--- src/rtl/coproc_pkg.sv ---
// Shared definitions for the coprocessor controller.
//   ELEM_W / N_ELEM : element width and elements per 5x5 matrix
//   CNT_W           : width of the address/element counter
//   ST_*            : controller state encoding
//   OP_*            : ALU opcode constants
package coproc_pkg;

    localparam int ELEM_W = 9;
    localparam int N_ELEM = 25;
    localparam int CNT_W  = 6;

    localparam logic [2:0] ST_IDLE  = 3'd0;
    localparam logic [2:0] ST_READ  = 3'd1;
    localparam logic [2:0] ST_EXEC  = 3'd2;
    localparam logic [2:0] ST_WAIT  = 3'd3;
    localparam logic [2:0] ST_WRITE = 3'd4;
    localparam logic [2:0] ST_FIM   = 3'd5;
    localparam logic [2:0] ST_ERRO  = 3'd6;

    localparam logic [2:0] OP_SOMA      = 3'b000;
    localparam logic [2:0] OP_SUB       = 3'b001;
    localparam logic [2:0] OP_MULT      = 3'b010;
    localparam logic [2:0] OP_ESCALAR   = 3'b011;
    localparam logic [2:0] OP_TRANSP    = 3'b100;
    localparam logic [2:0] OP_OPOSTA    = 3'b101;
    localparam logic [2:0] OP_DETERM    = 3'b110;

endpackage

--- src/rtl/contador_endereco.sv ---
// Address/element counter used to sequence RAM reads and writes.
// Ports:
//   clk, reset : clock and synchronous active-high reset
//   load       : load load_val (has priority over inc)
//   inc        : increment by one
//   load_val   : value loaded by load
//   limite     : terminal-count value
//   count      : current count
//   tc         : high while count equals limite
module contador_endereco
    import coproc_pkg::*;
(
    input  logic             clk,
    input  logic             reset,
    input  logic             load,
    input  logic             inc,
    input  logic [CNT_W-1:0] load_val,
    input  logic [CNT_W-1:0] limite,
    output logic [CNT_W-1:0] count,
    output logic             tc
);

    logic [CNT_W-1:0] count_reg;

    always_ff @(posedge clk) begin
        if (reset) begin
            count_reg <= '0;
        end else if (load) begin
            count_reg <= load_val;
        end else if (inc) begin
            count_reg <= count_reg + 1'b1;
        end
    end

    assign count = count_reg;
    assign tc    = (count_reg == limite);

endmodule

--- src/rtl/controle_coprocessador.sv ---
// Coprocessor controller: reads matrices A and B from RAM (addresses 0..49),
// starts the ALU, waits for it, writes the 25-element result back at
// BASE_RES.., then pulses done.
// Ports:
//   clk, reset           : clock, synchronous active-high reset
//   start, opcode        : operation request and ALU opcode
//   busy, done, erro     : status (busy outside IDLE, 1-cycle done, sticky error)
//   ram_addr/we/wdata    : RAM request; ram_rdata valid one cycle after address
//   alu_start, alu_op    : 1-cycle ALU start pulse and latched opcode
//   matriz_a, matriz_b   : packed operands, element k at [9k+8:9k]
//   alu_result, alu_done : packed ALU result and completion pulse
// Optional feature: define ALU_WATCHDOG_EN to abort a WAIT that lasts
// WD_LIMIT cycles into ERRO (sets erro). Without it erro is constant 0.
module controle_coprocessador #(
    parameter int ELEM_W   = coproc_pkg::ELEM_W,
    parameter int N_ELEM   = coproc_pkg::N_ELEM,
    parameter int BASE_RES = 50,
    parameter int WD_LIMIT = 255
) (
    input  logic                     clk,
    input  logic                     reset,
    input  logic                     start,
    input  logic [2:0]               opcode,
    output logic                     busy,
    output logic                     done,
    output logic                     erro,
    output logic [7:0]               ram_addr,
    output logic                     ram_we,
    output logic [ELEM_W-1:0]        ram_wdata,
    input  logic [ELEM_W-1:0]        ram_rdata,
    output logic                     alu_start,
    output logic [2:0]               alu_op,
    output logic [N_ELEM*ELEM_W-1:0] matriz_a,
    output logic [N_ELEM*ELEM_W-1:0] matriz_b,
    input  logic [N_ELEM*ELEM_W-1:0] alu_result,
    input  logic                     alu_done
);
    import coproc_pkg::*;

    logic [2:0]               state_reg, state_next;
    logic [2:0]               alu_op_reg;
    logic [N_ELEM*ELEM_W-1:0] result_reg;
    logic [ELEM_W-1:0]        result_elem [N_ELEM];
    logic                     cnt_load, cnt_inc, cnt_tc;
    logic [CNT_W-1:0]         cnt_limite, cnt;
    logic                     start_ok;
    logic                     wd_expired;

    assign start_ok = (state_reg == ST_IDLE) && start;

    contador_endereco u_contador (
        .clk      (clk),
        .reset    (reset),
        .load     (cnt_load),
        .inc      (cnt_inc),
        .load_val ('0),
        .limite   (cnt_limite),
        .count    (cnt),
        .tc       (cnt_tc)
    );

    always_comb begin
        state_next = state_reg;
        cnt_load   = 1'b0;
        cnt_inc    = 1'b0;
        cnt_limite = CNT_W'(N_ELEM - 1);
        case (state_reg)
            ST_IDLE: begin
                if (start) begin
                    state_next = ST_READ;
                    cnt_load   = 1'b1;
                end
            end
            ST_READ: begin
                // 2*N_ELEM addresses plus one extra cycle to capture the last word
                cnt_limite = CNT_W'(2 * N_ELEM);
                if (cnt_tc) begin
                    state_next = ST_EXEC;
                    cnt_load   = 1'b1;
                end else begin
                    cnt_inc = 1'b1;
                end
            end
            ST_EXEC: state_next = ST_WAIT;
            ST_WAIT: begin
                if (alu_done) begin
                    state_next = ST_WRITE;
                    cnt_load   = 1'b1;
                end else if (wd_expired) begin
                    state_next = ST_ERRO;
                end
            end
            ST_WRITE: begin
                if (cnt_tc) begin
                    state_next = ST_FIM;
                    cnt_load   = 1'b1;
                end else begin
                    cnt_inc = 1'b1;
                end
            end
            ST_FIM:  state_next = ST_IDLE;
            ST_ERRO: state_next = ST_IDLE;
            default: state_next = ST_IDLE;
        endcase
    end

    always_ff @(posedge clk) begin
        if (reset) begin
            state_reg  <= ST_IDLE;
            alu_op_reg <= 3'b000;
            result_reg <= '0;
        end else begin
            state_reg <= state_next;
            if (start_ok) begin
                alu_op_reg <= opcode;
            end
            if ((state_reg == ST_WAIT) && alu_done) begin
                result_reg <= alu_result;
            end
        end
    end

    // Operand capture: in READ, ram_rdata holds the word for address cnt-1,
    // so element gi of A lands when cnt==gi+1, of B when cnt==gi+1+N_ELEM.
    generate
        for (genvar gi = 0; gi < N_ELEM; gi++) begin : g_elem
            logic [ELEM_W-1:0] a_elem_reg;
            logic [ELEM_W-1:0] b_elem_reg;

            always_ff @(posedge clk) begin
                if (reset) begin
                    a_elem_reg <= '0;
                    b_elem_reg <= '0;
                end else if (state_reg == ST_READ) begin
                    if (cnt == CNT_W'(gi + 1)) begin
                        a_elem_reg <= ram_rdata;
                    end
                    if (cnt == CNT_W'(gi + 1 + N_ELEM)) begin
                        b_elem_reg <= ram_rdata;
                    end
                end
            end

            assign matriz_a[gi*ELEM_W +: ELEM_W] = a_elem_reg;
            assign matriz_b[gi*ELEM_W +: ELEM_W] = b_elem_reg;
            assign result_elem[gi]               = result_reg[gi*ELEM_W +: ELEM_W];
        end
    endgenerate

    always_comb begin
        ram_addr  = 8'd0;
        ram_wdata = '0;
        case (state_reg)
            ST_READ:  ram_addr = {2'b00, cnt};
            ST_WRITE: begin
                ram_addr  = 8'(BASE_RES) + {2'b00, cnt};
                ram_wdata = result_elem[cnt[4:0]];
            end
            default: ;
        endcase
    end

    assign busy      = (state_reg != ST_IDLE);
    assign done      = (state_reg == ST_FIM) || (state_reg == ST_ERRO);
    assign ram_we    = (state_reg == ST_WRITE);
    assign alu_start = (state_reg == ST_EXEC);
    assign alu_op    = alu_op_reg;

`ifdef ALU_WATCHDOG_EN
    localparam int WD_W = $clog2(WD_LIMIT + 1);

    logic [WD_W-1:0] wd_cnt_reg;
    logic            erro_reg;

    // wd_cnt_reg counts completed WAIT cycles; it expires on the
    // WD_LIMIT-th WAIT cycle without alu_done.
    assign wd_expired = (wd_cnt_reg == WD_W'(WD_LIMIT - 1));

    always_ff @(posedge clk) begin
        if (reset) begin
            wd_cnt_reg <= '0;
            erro_reg   <= 1'b0;
        end else begin
            if (state_reg == ST_WAIT) begin
                wd_cnt_reg <= wd_cnt_reg + 1'b1;
            end else begin
                wd_cnt_reg <= '0;
            end
            if (start_ok) begin
                erro_reg <= 1'b0;
            end else if ((state_reg == ST_WAIT) && (state_next == ST_ERRO)) begin
                erro_reg <= 1'b1;
            end
        end
    end

    assign erro = erro_reg;
`else
    logic unused_wd;
    assign unused_wd  = (WD_LIMIT == 0);
    assign wd_expired = 1'b0;
    assign erro       = 1'b0;
`endif

endmodule

--- config.mk ---
export PLATFORM = sky130hd
export DESIGN_NAME = controle_coprocessador
export DESIGN_NICKNAME = d
export VERILOG_FILES = /design/src/rtl/coproc_pkg.sv /design/src/rtl/contador_endereco.sv /design/src/rtl/controle_coprocessador.sv
export SDC_FILE = /design/constraint.sdc
export NUM_CORES = 2
export LEC_CHECK = 0
export ABC_AREA = 1
export CAP_MARGIN = 30
export CORE_AREA = 2 2 281 283
export DETAILED_ROUTE_END_ITERATION = 8
export DIE_AREA = 0 0 283 285
export GPL_TIMING_DRIVEN = 0
export PLACE_DENSITY = 0.58
export SYNTH_ARGS = -nofsm -noshare
export SYNTH_HDL_FRONTEND = slang
export SYNTH_HIERARCHICAL = 1
export SYNTH_SLANG_ARGS = --single-unit
export TNS_END_PERCENT = 1
--- constraint.sdc ---
create_clock -name clk -period 2.6 [get_ports clk]
set_clock_uncertainty 0.15 [all_clocks]
set_input_delay 0.39 -clock clk [delete_from_list [all_inputs] [get_ports clk]]
set_output_delay 0.39 -clock clk [all_outputs]
set_load 0.01 [all_outputs]
==> summary.txt <==
Run status
  – Status: finished with violations
  – Failing checks: negative setup slack

Synthesis
  – Synth top area cells: dfxtp_1 51%, nor2_1 14%, nand2_1 9.9%
  – Area share of the largest cell type after synthesis: 50.98%
  – Register bit total from synthesis: 687
  – Number of distinct library cells after synthesis: 32
  – Synth area leader: dfxtp_1
  – Async set-reset flop share out of synthesis: 0%
  – Post-synth EDFFs: 0
  – Post-Synthesis Cells: 3828
  – Ys flop type: dfxtp_1
  – Top-count cell post-synth: nor2_1
  – Sequential cell area fraction in the yosys report: 50.98%
  – Syn Area/Cell: 7.048 µm²
  – Yosys warning total: 6
  – Synth top cells by count: 1002 x nor2_1, 715 x nand2_1, 687 x dfxtp_1
  – Post-synthesis cell area: 0.02698 mm²

Worst setup path
  – Most used cell, CP: nand2_1
  – FF-to-FF Start: state_reg[2]$_SDFFE_PP0P_
  – Peak per-stage delay on the critical path: 0.39 ns
  – CP Data Required Time: 2.06 ns
  – Startpoint types: register
  – Setup slack, reg-to-reg: 0.06 ns
  – Worst Path Max Fanout: 6
  – Delay-heaviest family, CP: simple AND/OR/NAND/NOR gates
  – Slowest stage cell, crit path: dfxtp_4
  – Worst reg2reg path depth: 9
  – Arr. time, crit path: 2.31 ns
  – Worst path cell trace: inv_8 > clkbuf_16 > buf_8 > nand2_1 > nand2_1 > nand2_1 > nand2_1 > nand2_1 > nand3_1 > nand2_2 > nor2_4 > buf_6
  – Buf+Inv Stages, Crit Path: 4
  – Crit end category: output pin
  – CP Class: register to output pin
  – Reg-to-reg endpoint: u_contador/count[3]$_SDFFE_PP0P_

Global route
  – Vias in the first global route: 26572
  – Largest net degree at the start of global routing: 14
  – Antenna violations before repair: 9
  – First-pass GRT wire length: 175200 µm
  – All-Layer GR Usage: 29.01%
  – GR Overflow Total: 0

Floorplan
  – Core area: 0.07797 mm²
  – Die width: 283 µm
  – Total Die Area: 0.08066 mm²
  – Ports: 716
  – Initial core utilization: 34.60%
  – Num rows: 103
  – Chip Height: 285 µm

Power and ir drop
  – LEAKAGE: 0.01482 µW
  – Worst VDD drop: 0.0005548 V
  – Total power: 27900 µW
  – PD cells: 712.3 mW/mm²

Min path
  – Min-delay src: ram_rdata[8]
  – Hold path cells: 3
  – Hold WC Path Type: input pin to register
  – Worst hold path endpoint: g_elem[12].a_elem_reg[8]$_SDFFE_PP0P_

STA
  – RSZ-0062 raised after global routing: true
  – Hold Vio Cnt, Final: 0
  – Slew at the pin closest to its max-slew limit: 0.8483 ns
  – F_max: 0.3510 GHz
  – Worst hold margin: 0.1328 ns
  – Period utilisation layout: 109.6%
  – PnR worst setup slack: -0.2491 ns
  – Final-report setup violation count: 13
  – Final Critical Period: 2.849 ns
  – Worst relative slew slack: 43.44%
  – Max-slew violations: 0

Finish
  – Layout cells sized above 1: 9.294%
  – Layout overhead on the synthesized area: 45.18%
  – Number of fill cells in the layout: 7884
  – Nets@finish: 4892

Clock network
  – Htree depth: 3
  – Post-CTS Hold Fix Bufs: 0
  – CTS Root Cell: clkbuf_16
  – Clk slew on worst S/H paths: 0.06 ns
  – Maximum buffer depth of the clock tree: 3
  – CTS Buf Count: 76
  – Num Clock Sinks: 687
  – CTS tree: done
  – Worst skew pair latency: 0.62 ns

Detailed routing
  – Antenna-violating nets left: 0
  – DRT iter0 DRCs: 2356
  – Vias: 28733
  – WL final: 123100 µm
  – Pre-antenna DRT Iters: 6
  – Wire length per cell: 21.38 µm
  – Avg Vias per Cell: 4.989
  – Remaining DRCs: 0

Place
  – Gp weighted congestion: 0.9203
  – Final HPWL DP: 94050 µm
  – Port Buffers: 704

Job
  – Max-capacitance violation count: 0
## report_power, final
| group | internal (µW) | switching, µW | leakage [µW] |
|---|---|---|---|
| logic | 2200 | 3670 | 0.00809 |
| clock network | 6160 | 4610 | 0.00119 |
| registers | 11000 | 301 | 0.00554 |
## routing by layer
layer | part of all wire, % | routed length (µm) | global-route usage [%] | vias up
li1 | - | - | - | 13909
met1 | 40 | 49240 | 34.89 | 13397
met2 | 47 | 57890 | 48.85 | 1161
met3 | 8.1 | 10010 | 7.424 | 260
met4 | 4.8 | 5931 | 12.87 | 6
met5 | 0.033 | 41 | 0 | -
## worst max-delay path by stage
stage               slack [ns]                        startpoint  cells after the start                                    to
CTS                      -0.39  u_contador/count[1]$_SDFFE_PP0P_                     11                          ram_wdata[7]
global placement         -1.48                             reset                      8  g_elem[0].a_elem_reg[8]$_SDFFE_PP0P_
global route             -0.31  u_contador/count[0]$_SDFFE_PP0P_                     12                          ram_wdata[3]
floorplan                 0.40  u_contador/count[0]$_SDFFE_PP0P_                     11                          ram_wdata[1]
finish                   -0.25  u_contador/count[0]$_SDFFE_PP0P_                     12                          ram_wdata[3]
detailed placement       -1.33                             reset                      9  g_elem[0].a_elem_reg[8]$_SDFFE_PP0P_
## cells by family after synthesis
kind of cell | share of synthesized area (%)
simple gates | 28.73
buf+inv | 5.727
other cells | 0.02784
flops | 50.98
compound gates | 14.41
fa+ha+maj | 0.09274
xor+xnor | 0.03247
## cell usage in the layout (no fill, tap or decap), drive strengths merged
master,n
buf,81
clkinv,42
nand2,726
conb,14
clkdlybuf4s15,2
o22ai,1
nand3,202
dfxtp,687
clkinvlp,5
o211ai,1
a22oi,2
o31ai,2
nor2,1019
diode,7
ha,2
inv,138
nor3b,1
xor2,1
nand4,3
clkdlybuf4s50,685
a21oi,235
dlymetal6s2s,2
clkbuf,306
o21bai,1
o21ai,531
bufinv,3
or2,3
nor3,7
## metrics by stage
stage / cells / util, % / worst slack (ns) / area (µm²) / setup TNS, ns
after floorplan: 3840 / - / 0.4033 / 27020 / 0
final: 5759 / 50.24 / -0.2491 / 39170 / -2.372
after global placement: 5594 / 45.38 / -1.478 / 35390 / -543.84
after global routing: 5754 / 50.22 / -0.3051 / 39160 / -3.982
after CTS: 5735 / 49.13 / -0.3883 / 38310 / -3.652
after detailed placement: 5596 / 45.41 / -1.325 / 35400 / -475.54
## worst min-delay path, cell delays in order
cell      delay (ns)
clkbuf_1        0.24
nor2_1          0.17
nor2_1          0.05
## area by class of cell
class | count | area (µm²) | share of cell area [%]
Sequential cell | 687 | 13770 | 35.15
Buffer | 234 | 1285 | 3.281
Inverter | 167 | 645.6 | 1.648
Timing Repair Buffer | 732 | 7381 | 18.84
Clock buffer | 110 | 2180 | 5.564
Clock inverter | 21 | 255.2 | 0.6516
Tap cell | 1050 | 1314 | 3.354
Multi-Input combinational cell | 2751 | 12330 | 31.47
Antenna cell | 7 | 17.52 | 0.04472
## timing repair
action | CTS | global route
setup endpoints to repair | 521 | 219
buffers inserted | 8 | 10
cloned | 0 | 8
resized for setup | 229 | 209
pin swaps | 11 | 65
No activity file was read; power rests on OpenSTA's default activity.
